**src/rtl/xor_frame_accumulator.sv**
```systemverilog
// Accumulates (xor, xnor) decode beats over a frame and presents one summary
// per frame: parity, ones count, length, complement-error and overflow flags.
module xor_frame_accumulator #(
    parameter int CNT_W   = 8,
    parameter int MAX_LEN = 16
) (
    input  logic             clk,
    input  logic             rst_n,
    input  logic             in_valid,
    output logic             in_ready,
    input  logic             xor_i,
    input  logic             xnor_i,
    input  logic             in_last,
    output logic             out_valid,
    input  logic             out_ready,
    output logic             out_parity,
    output logic [CNT_W-1:0] out_ones,
    output logic [CNT_W-1:0] out_len,
    output logic             out_err,
    output logic             out_ovf,
    output logic [1:0]       state_dbg
);

    // Handshakes: a transfer happens on a rising edge where valid && ready.
    // The source holds its payload stable while valid is high and not ready;
    // ready never depends on valid on the same side.
    typedef enum logic [1:0] {
        IDLE  = 2'd0,
        ACCUM = 2'd1,
        HOLD  = 2'd2
    } state_t;

    state_t           state, state_next;
    logic             par_q, par_d;
    logic [CNT_W-1:0] ones_q, ones_d;
    logic [CNT_W-1:0] len_q, len_d;
    logic             err_q, err_d;
    logic             ovf_q, ovf_d;

    logic             accept;
    logic             at_max;
    logic [CNT_W-1:0] len_inc;

    assign in_ready  = (state != HOLD);
    assign out_valid = (state == HOLD);
    assign accept    = in_valid & in_ready;
    assign len_inc   = len_q + CNT_W'(1);
    assign at_max    = (len_inc == CNT_W'(MAX_LEN));

    always_comb begin
        state_next = state;
        par_d      = par_q;
        ones_d     = ones_q;
        len_d      = len_q;
        err_d      = err_q;
        ovf_d      = ovf_q;
        case (state)
            IDLE, ACCUM: begin
                if (accept) begin
                    par_d  = par_q ^ xor_i;
                    ones_d = ones_q + CNT_W'(xor_i);
                    len_d  = len_inc;
                    err_d  = err_q | (xor_i == xnor_i);
                    // Overflow only when the length limit, not in_last, closed the frame.
                    ovf_d  = at_max & ~in_last;
                    if (in_last || at_max) begin
                        state_next = HOLD;
                    end else begin
                        state_next = ACCUM;
                    end
                end
            end
            HOLD: begin
                if (out_ready) begin
                    state_next = IDLE;
                    par_d      = 1'b0;
                    ones_d     = '0;
                    len_d      = '0;
                    err_d      = 1'b0;
                    ovf_d      = 1'b0;
                end
            end
            default: begin
                state_next = IDLE;
            end
        endcase
    end

    always_ff @(posedge clk) begin
        if (!rst_n) begin
            state  <= IDLE;
            par_q  <= 1'b0;
            ones_q <= '0;
            len_q  <= '0;
            err_q  <= 1'b0;
            ovf_q  <= 1'b0;
        end else begin
            state  <= state_next;
            par_q  <= par_d;
            ones_q <= ones_d;
            len_q  <= len_d;
            err_q  <= err_d;
            ovf_q  <= ovf_d;
        end
    end

    assign out_parity = par_q;
    assign out_ones   = ones_q;
    assign out_len    = len_q;
    assign out_err    = err_q;
    assign out_ovf    = ovf_q;
    assign state_dbg  = state;

endmodule

```
**config.mk**
```make
export PLATFORM = sky130hd
export DESIGN_NAME = xor_frame_accumulator
export DESIGN_NICKNAME = d
export VERILOG_FILES = /design/src/rtl/xor_frame_accumulator.sv
export SDC_FILE = /design/constraint.sdc
export NUM_CORES = 1
export LEC_CHECK = 0
export ABC_CLOCK_PERIOD_IN_PS = 1600
export BUFFER_PORTS_ARGS = -buffer_cell sky130_fd_sc_hd__buf_2
export CORE_UTILIZATION = 40
export CTS_CLUSTER_DIAMETER = 80
export CTS_CLUSTER_SIZE = 14
export DETAILED_ROUTE_END_ITERATION = 7
export PLACE_DENSITY_LB_ADDON = 0.15
export SLEW_MARGIN = 25
export SYNTH_ARGS = -nofsm -noshare
export SYNTH_HDL_FRONTEND = slang
export SYNTH_SLANG_ARGS = --single-unit
```
**constraint.sdc**
```tcl
create_clock -name clk -period 1.6 [get_ports clk]
set_input_delay 0.32 -clock clk [delete_from_list [all_inputs] [get_ports clk]]
set_output_delay 0.32 -clock clk [all_outputs]
set_load 0.03 [all_outputs]
```
**Word level (Yosys, flattened, before mapping)**

Cells that the tools add are included.

- Order comparisons: 0
- Divide/modulo/power cells: 0
- Multiplexer cells: 16
- Multipliers: 0
- Shift-type cells: 0
- Bitwise operators: 5
- Equality and inequality tests: 7
- Add/sub/neg operators: 2
- Reductions and logical operators: 6

Operator list:

| operator | number |
|---|---|
| $pmux 8 s2 | 2 |
| $mux 8 | 3 |
| $add 8x1->8 | 1 |
| $add 8x1->8 const B | 1 |
| $eq 8x5->1 const B | 1 |
| $mux 2 | 3 |
| $pmux 1 s2 | 3 |
| $mux 1 | 4 |
| $ne 2x2->1 const B | 2 |
| $pmux 2 s2 | 1 |
| $reduce_and 3->1 | 1 |
| $and 1x1->1 | 2 |
| $eq 2x1->1 const B | 1 |
| $eq 2x2->1 const B | 1 |
| $logic_not 2->1 | 1 |
| $ne 2x1->1 const B | 1 |
| $reduce_and 2->1 | 1 |
| $reduce_bool 2->1 | 1 |
| $reduce_or 2->1 | 1 |
| $eq 1x1->1 | 1 |
| $logic_or 1x1->1 | 1 |
| $not 1->1 | 1 |
| $or 1x1->1 | 1 |
| $xor 1x1->1 | 1 |

- Memories: 0
- RAM bits: 0
- Output and inout bits: 23
- Bits in read-only memories: 0
- Bits of input ports: 7
- Logic and storage cells: 42
- Bits in registers: 21
- Bits in latches: 0

**Depth between registers and ports, before layout**

- Depth in word-level cells: 6
- Depth in mapped cells: 6
- Depth with buffers taken out: 5

**Worst setup path after synthesis**

No wires, ideal clock.

- Kind: reg2reg
- Start point: register len_q[0] (netlist: out_len[0])
- End point: register len_q[6] (netlist: out_len[6])
- Buffers on the path: 0
- Setup time: 0.071 ns
- Data required time: 1.529 ns
- Clock period less this slack: 1.619 ns
- Data arrival time: 1.549 ns
- Stages on the path, launching flop included: 5
- Slack: -0.019 ns
- Cells stage by stage: dfxtp_1 -> ha_1 -> nand3_1 -> or4_1 -> a21oi_1

- Cells in the longest elaborated chain, start to end: 3

Ends and longest elaborated chain:

| what | line | source |
|---|---|---|
| start: declaration | 36 | `logic [CNT_W-1:0] len_q, len_d;` |
| start signal: assignment | 101 | `len_q <= len_d;` |
| $add 8x1->8 | 47 | `assign len_inc = len_q + CNT_W'(1);` |
| $mux 8 | 59 | `if (accept) begin` |
| $pmux 8 s2 | 57 | `case (state)` |

Every way passes these cells. The select of a mux whose other input is x is not followed.
A chain may end at the register's enable or synchronous reset.

**Worst setup path after layout**

- Start point: register state[1] (netlist: state_dbg[1])
- End point: output port out_valid

- Cells in the longest elaborated chain, start to end: 1

Ends and longest elaborated chain:

| what | line | source |
|---|---|---|
| start: declaration | 33 | `state_t state, state_next;` |
| start signal: assignment | 98 | `state <= state_next;` |
| $eq 2x2->1 | 45 | `assign out_valid = (state == HOLD);` |
| end: declaration | 14 | `output logic out_valid,` |

Every way passes these cells.

==> summary.txt <==
Outcome
  • Status: finished clean

Placed design
  • DPL Wire Length: around 1.6 mm
  • GP Congestion: 0.767
  • IO Port Bufs: 29

STA
  • Rel. slew slack: 0.777
  • Final slew viol count: 0
  • Final period utilization: 0.918
  • Final hold vios: 0
  • Final min period: between 1 and 1.5 ns
  • Count of final setup violators: 0
  • Final TNS setup: 0 ns
  • Worst Tran Pin Value: around 0.33 ns
  • Fin Clk Skew: 0.00426 ns
  • RSZ-0062 raised after global routing: no
  • Fmax: about 680 MHz

Route
  • Antenna Nets Post-Route: 0
  • Met2 Wirelength: ~1000 um
  • WL met1: roughly 1.1 mm
  • Met3 routed WL: just under 100 um
  • Top layer in use: met4
  • Via density: 5.47
  • Via count: 973
  • Drt drc: 0
  • Wire per inst: between 10 and 15 um
  • DRT Wirelength: approximately 2.2 mm
  • First-pass DRT Iterations: 4
  • Iteration-0 DRC Markers: 15

Power and ir drop
  • Leakage: approximately 0.54 nW
  • Cell area power density: 785 mW/mm2
  • Post-layout power: roughly 970 uW
  • VDD IR max: around 0.00053 V

Logic synthesis
  • Top FF cell, synth: dfxtp_1
  • Ys async rst share: 0
  • Synth top area cells: dfxtp_1, nor2_1, xor2_1
  • Most numerous cell in the Yosys netlist: dfxtp_1
  • Warnings, synthesis: 0
  • Post-synth top cells: dfxtp_1, nor2_1, a21oi_1, nand2_1, xor2_1
  • Mapped Cells: 119
  • Netlist Area Pre-Place: roughly 0.0010 mm2
  • Post-synth EDFFs: 0
  • Yosys top cell area share: 0.406
  • Avg Cell Area, Syn: between 8 and 9 um2
  • Count of different cell masters after synthesis: 36
  • Post-Syn Nets: roughly 130
  • Seq/Total Area, Yosys: 0.406
  • Post-synth top area cell: dfxtp_1
  • #FFs+latches synth: 21

Clock network
  • Max clock buf depth: 2
  • Clock root buffer: clkbuf_4
  • CTS H-tree depth: 1
  • Post-CTS setup buffers: 0
  • CTS resizes: 0
  • # hold bufs at CTS: 0
  • CTS tree: yes
  • TritonCTS Buffers: 3
  • Sink Count: 21
  • Reg clk slew, reported paths: approximately 0.12 ns
  • Worst-Skew Late Latency: slightly above 0.3 ns

Finish
  • Antenna cells: 0
  • Final Net Count: between 150 and 200
  • Area grow syn2layout: 19.6%
  • Layout cells sized above 1: 0.257

Floorplanning
  • Die Y: 52.9 um
  • Initial Utilization: 0.422
  • Core area: about 0.0025 mm2
  • IO Count: 30
  • Num rows: 18
  • Die Width: about 53 um
  • Area of the die: ~0.0028 mm2

Worst setup path
  • WS Path Type: flop to output pin
  • CP Launch Type: flop
  • WP data required: 1.28 ns
  • Critical Path AT: 1.15 ns
  • Critical Path Fanout Max: 7
  • CP endpoint kind: output pin

Global route
  • GR Overflow Total: 0
  • First-pass GRT wire length: ~3.6 mm
  • Vias in the first global route: approximately 850
  • Total track usage: 0.180
  • Largest net degree at the start of global routing: 17
  • Initial antenna violation count: 0

Run
  • Max-cap violations: 0

Worst hold path
  • Hold Crit Class: input pin to flop
-- state kept, by name, indices dropped and copies added (netlist names) --
name and flops:
out_err 1, state_dbg 2, out_len 8, out_ovf 1, out_parity 1, out_ones 8
-- worst paths after layout --
kind                            slack, ns  cells after the start                        end                       from
worst max register to register       0.18                      4    out_len[6]$_SDFFE_PN0P_    out_len[0]$_SDFFE_PN0P_
worst max-delay path                 0.13                      3                  out_valid  state_dbg[1]$_SDFFE_PN0P_
worst min register to register       0.48                      2       out_err$_SDFFE_PN0P_       out_err$_SDFFE_PN0P_
worst min-delay path                 0.26                      2  state_dbg[1]$_SDFFE_PN0P_                    in_last
-- per-stage QoR --
step	util	setup slack [ns]	cells	hold slack (ns)	instance area, um2
after floorplan	-	0.0958	119	0.451	1040
after global placement	0.493	0.237	174	0.451	1210
after detailed placement	0.493	0.216	174	0.460	1210
after CTS	0.504	0.135	178	0.261	1240
after global routing	0.504	0.0154	178	0.285	1240
final	0.504	0.131	178	0.264	1240
-- per-layer routing --
metal | global-route usage | up-vias
met1 | 0.238 | 450
li1 | - | 492
met5 | 0 | -
met2 | 0.287 | 26
met4 | 0.0789 | 0
met3 | 0.0259 | 5
-- critical path: stages, from the launching register on --
cell and delay [ns]:
dfxtp_1 0.45, nand2b_1 0.14, inv_1 0.07, buf_2 0.18
-- logic make-up after synthesis --
group / synth area share
and+or+nand+nor: 0.248
buffers and inverters: 0.0423
adders and majority gates: 0.0363
xor gates and xnor gates: 0.0677
AOI/OAI and AO/OA: 0.200
DFF: 0.406
-- report_power, final --
part           internal (mW)  switching [mW]
registers              0.538          0.0161
clock network         0.0974           0.166
logic                 0.0537          0.0996
total                  0.689           0.282
-- area by class of cell --
cell class | instances | area, um2
Timing Repair Buffer | 31 | 173
Clock buffer | 4 | 26.3
Fill cell | 254 | 1220
Sequential cell | 21 | 423
Tap cell | 30 | 37.5
Inverter | 2 | 7.51
Multi-Input combinational cell | 90 | 571
-- cells in the final DEF (no fill, tap or decap), types with 3 or more instances in the layout --
master,netlist,layout
ha_1,3,3
o21ai_0,3,3
o2111ai_1,4,4
nand3_1,5,5
nand2_1,6,6
dfxtp_1,21,19
o21ai_1,4,4
nor2_1,16,16
a21oi_1,10,10
xor2_1,6,6
buf_2,2,29
a22oi_1,3,3
clkbuf_4,0,3
No activity file was read; power rests on OpenSTA's default activity.
